File: config.mk
export PLATFORM = sky130hd
export DESIGN_NAME = fetch_decode_queue
export DESIGN_NICKNAME = d
export VERILOG_FILES = /design/src/rtl/fetch_decode_queue_pkg.sv /design/src/rtl/fetch_decode_queue.sv
export SDC_FILE = /design/constraint.sdc
export NUM_CORES = 1
export LEC_CHECK = 0
export ABC_AREA = 1
export BUFFER_PORTS_ARGS = -buffer_cell sky130_fd_sc_hd__buf_2
export CAP_MARGIN = 20
export CORE_MARGIN = 1.5
export CORE_UTILIZATION = 50
export DETAILED_ROUTE_END_ITERATION = 12
export GPL_ROUTABILITY_DRIVEN = 0
export HOLD_SLACK_MARGIN = 0.1
export PLACE_DENSITY = 0.68
export SLEW_MARGIN = 30
export SYNTH_ARGS = -nofsm -noshare
export SYNTH_HDL_FRONTEND = slang
export SYNTH_SLANG_ARGS = --single-unit
export TNS_END_PERCENT = 5
File: constraint.sdc
create_clock -name clk -period 7.1 [get_ports clk]
set_clock_uncertainty 0.1 [all_clocks]
set_input_delay 0.71 -clock clk [delete_from_list [all_inputs] [get_ports clk]]
set_output_delay 0.71 -clock clk [all_outputs]
set_load 0.01 [all_outputs]
File: src/rtl/fetch_decode_queue_pkg.sv
// fetch_decode_queue_pkg: entry type and default depth for the fetch/decode queue
package fetch_decode_queue_pkg;
  typedef struct packed {
    logic [31:0] pc;
    logic [31:0] instr;
  } fd_entry_t;
  localparam int FDQ_DEPTH = 4;
endpackage

File: src/rtl/fetch_decode_queue.sv
// fetch_decode_queue: first-word fall-through queue of {pc, instr} pairs from fetch to decode
module fetch_decode_queue
  import fetch_decode_queue_pkg::*;
#(
  parameter int DEPTH = FDQ_DEPTH,
  localparam int PTR_W = $clog2(DEPTH),
  localparam int CNT_W = $clog2(DEPTH + 1)
) (
  input  logic             clk,
  input  logic             reset,
  input  logic             flush,
  input  logic             in_valid,
  input  logic [31:0]      in_pc,
  input  logic [31:0]      in_instr,
  output logic             in_ready,
  output logic             out_valid,
  output logic [31:0]      out_pc,
  output logic [31:0]      out_instr,
  input  logic             out_ready,
  output logic [CNT_W-1:0] level
);
  fd_entry_t mem [DEPTH];
  logic [PTR_W-1:0] wr_ptr, rd_ptr;
  logic [CNT_W-1:0] count;
  logic push, pop;
  assign in_ready  = (count != CNT_W'(DEPTH)) & ~reset;
  assign out_valid = count != '0;
  assign push      = in_valid & in_ready & ~flush;
  assign pop       = out_valid & out_ready & ~flush;
  assign out_pc    = out_valid ? mem[rd_ptr].pc : '0;
  assign out_instr = out_valid ? mem[rd_ptr].instr : '0;
  assign level     = count;
  always_ff @(posedge clk)
    if (reset || flush) begin
      count  <= '0;
      wr_ptr <= '0;
      rd_ptr <= '0;
    end else begin
      count  <= count + CNT_W'(push) - CNT_W'(pop);
      wr_ptr <= wr_ptr + PTR_W'(push);
      rd_ptr <= rd_ptr + PTR_W'(pop);
    end
  // storage is not cleared on reset; count gates visibility
  always_ff @(posedge clk)
    if (push) mem[wr_ptr] <= '{pc: in_pc, instr: in_instr};
endmodule

==> results.toml, run 1 <==
[clock_tree]
cts_resized = 0
htree_levels = 1
cts.path.max_buffers = 3
root_buffer = "clkbuf_16"
tritoncts = "done"
clk_latency_ps = 520
clock-sinks = 263
numCtsBuffers = 26
cts_hold_buf = 0
clkSlewWorstSetupHoldPaths_ps = 60
post_cts_buffers = 0

[timing]
drv_slew = 0
relSlewSlack_pct = 35.6
min_period_ps = 3640
tns_ps = 0
hold_viol_final = 0
setup_viol = 0
tightestPinTransition_ps = 967
rsz0062_at_grt = "false"
finalCritPeriodShare_pct = 51.3
fmax_mhz = 275

[final_layout]
syn2layout_area_growth_pct = 15.2
finalNonFillerCells = 1228
diodes = 0
nNetsFinal = 1010
drive_above_1_share_pct = 19.5

[detailed_routing]
drc_errors = 0
antenna_left = 0
via_per_inst = 5.23
drt_iter0_drc = 437
wl_per_cell_um = 17.0
drt-pass1-iter-count = 4
drt-total-wl_mm = 20.9
num_vias = 6421

[grt]
globalRouteTotalUtil_pct = 19.8
grt_pass1_vias = 6423
grt_antenna_before_repair = 2
grt.overflow.total = 0
grt_max_degree = 91
grt_pass1_wl_mm = 33.5

[placement]
dp_cells = 1180
port_buffers = 137
place_hpwl_mm = 11.1

[worst_setup_path]
worstPathMaxFanout = 73
crit_start = "rd_ptr[0]"
timing.rr.start = "rd_ptr[0]"
crit_path_end_kind = "output pin"
reg2regPathDepth = 4
r2r_slack_ps = 4950
required_ps = 6290
r2r_end = "rd_ptr[0]"
cp.arrival_ps = 2830
worst_setup_path_start_kind = "register"
endpoint = "out_instr[0]"
critical_path_class = "reg2out"

[power_and_ir_drop]
p_per_area_mw_per_mm2 = 259
finalPower_w = 0.00310
leakagePower_nw = 4.35
peakVddDrop_mv = 0.204

[die]
dieArea_sq_mm = 0.0216
io_pins = 138
core_area_sq_mm = 0.0203
rows = 52
die_x_um = 147
dieHeight_um = 147
start_util_pct = 51.1

[synthesis]
synthArstFlopShare_pct = 0
syn-instance-count = 812
synth.avg_cell_area_sq_um = 12.8
synth.top_cell.area_share_pct = 74.1
synthTopCellsByCount = "nor2_1, edfxtp_1, o21ai_0, a21oi_1, o21ai_1"
ys_ff_latch = 263
syn_nets = 884
synthFlopType = "edfxtp_1"
synth_area_leaders = "edfxtp_1, nor2_1, o21ai_0"
synth_area_sq_mm = 0.0104
synth_top_cell_by_area = "edfxtp_1"
ys_types = 22
ys_seq_area_share_pct = 75.4
yosys_warnings = 0
synth_edf_count = 256
synthMostInstantiatedCell = "nor2_1"

[min_path]
hp-class = "in2reg"
min_path_cells = 1

[flow_run]
cap_violations = 0

[run_status]
status = "finished, final reports clean"
logic make-up after synthesis:
| kind of cell | share of synthesized area, % |
|---|---|
| fa+ha+maj | 0.434 |
| simple gates | 10.4 |
| xor+xnor | 0.0844 |
| flops | 75.4 |
| compound gates | 9.45 |
| buf+inv | 4.20 |
flip-flops by register name, summed over array words and instances, names as in the netlist:
register / flops
level: 3
mem: 256
rd_ptr: 2
wr_ptr: 2
layer usage:
metal / vias to the layer above / track usage [%] / part of all wire, %
met2: 189 / 34.4 / 49
met5: - / 0 / 0.14
met3: 38 / 4.16 / 6.2
met1: 3069 / 25.4 / 42
li1: 3121 / - / -
met4: 4 / 5.15 / 2.1
worst max-delay path, stage by stage, from the launching register on:
cell,delay (ps)
dfxtp_4,490
inv_4,460
buf_4,680
o21ai_0,200
a21oi_1,240
buf_2,180
layout make-up:
class                           count  area [sq um]
Multi-Input combinational cell    484          2130
Inverter                           16          62.6
Tap cell                          270           338
Fill cell                        1624          8340
Clock inverter                      6          48.8
Clock buffer                       42           752
Sequential cell                   263          7830
Timing Repair Buffer              147           788
worst min-delay path by stage:
stage / start / to / slack (ps)
after floorplan: wr_ptr[1] / wr_ptr[1] / 430
after global placement: wr_ptr[1] / wr_ptr[1] / 480
after detailed placement: wr_ptr[1] / wr_ptr[1] / 480
after CTS: in_instr[3] / mem[3][3] / 280
after global routing: in_instr[3] / mem[3][3] / 280
final: in_instr[10] / mem[0][10] / 300
per-stage QoR:
step / utilization (%) / area, sq um / hold slack (ps) / worst slack [ps]
after floorplan: - / 10400 / 428 / 882
after global placement: 54.8 / 11100 / 480 / 4030
after detailed placement: 54.9 / 11100 / 481 / 4000
after CTS: 58.9 / 11900 / 278 / 3440
after global routing: 58.9 / 12000 / 282 / 3190
final: 58.9 / 12000 / 301 / 3460
where the power goes:
group	switching, W	internal, W
registers	0.00000379	0.00172
logic	0.0000611	0.0000319
clock network	0.000530	0.000755
total	0.000595	0.00250
cells in the final DEF (no fill, tap or decap):
master	netlist	final
clkbuf_16	0	27
nand2_1	11	11
buf_4	0	7
inv_4	0	1
buf_6	20	2
clkinv_1	0	5
o21ai_1	55	55
inv_1	13	13
nor2_1	265	265
edfxtp_1	256	256
ha_1	2	2
xnor2_1	1	1
o21ai_0	74	74
buf_2	16	137
fa_1	1	1
inv_2	3	2
dfxtp_2	0	1
clkbuf_1	2	13
bufinv_16	0	1
dfxtp_1	7	5
nand4_1	1	1
clkbuf_8	0	2
dfxtp_4	0	1
nand2_2	1	1
a21oi_1	67	67
nand3_1	2	2
nor3_2	0	4
buf_16	0	1
Note: power is estimated with default switching activity, not from simulation.
==> run 2, diff against run 1 <==
--- a/config.mk
+++ b/config.mk
@@ -13,7 +13,7 @@
 export DETAILED_ROUTE_END_ITERATION = 12
 export GPL_ROUTABILITY_DRIVEN = 0
 export HOLD_SLACK_MARGIN = 0.1
-export PLACE_DENSITY = 0.68
+export PLACE_DENSITY = 0.7
 export SLEW_MARGIN = 30
 export SYNTH_ARGS = -nofsm -noshare
 export SYNTH_HDL_FRONTEND = slang
==> constraint.sdc (replaced) <==
create_clock -name clk -period 2.9 [get_ports clk]
set_clock_uncertainty 0.1 [all_clocks]
set_input_delay 0.29 -clock clk [delete_from_list [all_inputs] [get_ports clk]]
set_output_delay 0.29 -clock clk [all_outputs]
set_load 0.01 [all_outputs]
==> run 2 against run 1 <==
  * Non-clock buffer count rose by 68
  * Die area did not move
  * Sequential cell count did not move
  * Utilization rose by 3.9 points
  * Worst hold slack got worse by 140 ps
  * Clock power rose by 150%
  * Clock-buffer cell count fell by 9
  * Highest routed layer is now met4
==> results.toml, run 2 (synthesis results as in run 1) <==
[run_status]
status = "finished, final reports clean"

[timing]
fmax_mhz = 391
tightestPinTransition_ps = 600
tns_ps = 0
relSlewSlack_pct = 60.0
setup_viol = 0
finalCritPeriodShare_pct = 88.3
drv_slew = 0
min_period_ps = 2560
rsz0062_at_grt = "false"
hold_viol_final = 0

[worst_setup_path]
required_ps = 2510
r2r_end = "level[2]"
worstPathMaxFanout = 20
crit_path_end_kind = "output pin"
timing.rr.start = "level[1]"
cp_slowest_stage_delay_ps = 390
worst_setup_path_start_kind = "register"
r2r_slack_ps = 800
cp.arrival_ps = 2170
reg2regPathDepth = 11
critical_path_class = "reg2out"
slowest_stage = "inv_2"
worstPathCellList = "nor2_1 -> nand2_2 -> inv_2 -> buf_4 -> a21oi_1 -> buf_2"

[final_layout]
nFillCells = 1499
syn2layout_area_growth_pct = 22.8
design_area_sq_mm = 0.0127
layout_commonest_cell = "nor2_1"
drive_above_1_share_pct = 19.0
largest_register_ffs = 256
mostFrequentLayoutCells = "nor2_1, edfxtp_1, buf_2, o21ai_0"
regMostFlops = "mem"
nNetsFinal = 1078
diodes = 0

[clock_tree]
htree_levels = 1
cts_resized = 0
numCtsBuffers = 26
tritoncts = "done"
clkSlewWorstSetupHoldPaths_ps = 60
clock-sinks = 263
clk_latency_ps = 510
root_buffer = "clkbuf_16"
post_cts_buffers = 0
cts.path.max_buffers = 3

[grt]
globalRouteTotalUtil_pct = 19.6
grt_pass1_vias = 6515
grt_antenna_before_repair = 0
grt_max_degree = 131
grt_pass1_wl_mm = 32.9
grt.overflow.total = 0

[die]
rows = 52
dieHeight_um = 147
dieArea_sq_mm = 0.0216
die_x_um = 147
start_util_pct = 51.1
core_area_sq_mm = 0.0203
io_pins = 138

[detailed_routing]
drt_iter0_drc = 541
num_vias = 6686
drt-total-wl_mm = 21.2
antenna_left = 0
via_per_inst = 5.17
wl_per_cell_um = 16.4
drc_errors = 0
drt-pass1-iter-count = 4

[flow_run]
cap_violations = 0

[placement]
port_buffers = 137
place_hpwl_mm = 10.5
place_area_sq_mm = 0.0113

[power_and_ir_drop]
p_per_area_mw_per_mm2 = 601
leakagePower_nw = 4.68
peakVddDrop_mv = 0.467

[min_path]
holdPathEnd = "rd_ptr[1]"
hold_start = "out_ready"
min_path_cells = 6
hp-class = "in2reg"
run 2: cell type report:
| class | instances | area, sq um | area share [%] |
|---|---|---|---|
| Tap cell | 270 | 338 | 2.65 |
| Clock buffer | 33 | 698 | 5.48 |
| Clock inverter | 11 | 98.8 | 0.776 |
| Timing Repair Buffer | 215 | 1550 | 12.2 |
| Sequential cell | 263 | 7830 | 61.5 |
| Inverter | 16 | 62.6 | 0.491 |
| Multi-Input combinational cell | 484 | 2160 | 17.0 |
run 2: what timing repair did:
action,CTS,global route
endpoints found under the hold margin,263,6
hold buffers,67,1
endpoints found under the setup margin,0,1
run 2: power by group:
group	leakage [nW]	switching (W)	total (W)	internal, W
Sequential	2.37	0.00000797	0.00421	0.00420
Combinational	1.92	0.000166	0.000308	0.000142
Clock	0.392	0.00128	0.00314	0.00186
run 2: layer usage:
metal  GRT usage, %  up-vias  routed length (um)
li1               -     3252                   -
met1           24.5     3200                8780
met2           35.9      203               10900
met3           2.76       31                1140
met4           4.95        0                 389
met5              0        -                   0
run 2: worst max-delay path, delay by kind of cell, from the launching register on:
family,cells,cell delay (ps)
and+or+nand+nor,2,340
buffers and inverters,3,890
DFF,1,330
AOI/OAI and AO/OA,1,80
run 2: worst max path at each step:
stage               startpoint    endpoint  slack, ps  cells after the start
floorplan                flush   mem[1][0]          4                      5
global placement         flush    level[2]        750                     12
detailed placement       flush    level[2]        690                     12
CTS                      reset    level[2]        160                     14
global route         rd_ptr[0]   out_pc[0]        170                      6
finish                level[1]  out_pc[22]        340                      6
run 2: stage by stage:
| step | setup WS (ps) | utilization, % | total power [W] | cells | hold WS, ps |
|---|---|---|---|---|---|
| floorplan | 4.05 | - | 0.00440 | 812 | 289 |
| global placement | 747 | 55.6 | 0.00452 | 1181 | 404 |
| detailed placement | 689 | 55.6 | 0.00453 | 1181 | 404 |
| CTS | 163 | 62.8 | 0.00773 | 1292 | 109 |
| global route | 165 | 62.8 | 0.00791 | 1292 | 217 |
| finish | 339 | 62.8 | 0.00766 | 1292 | 163 |
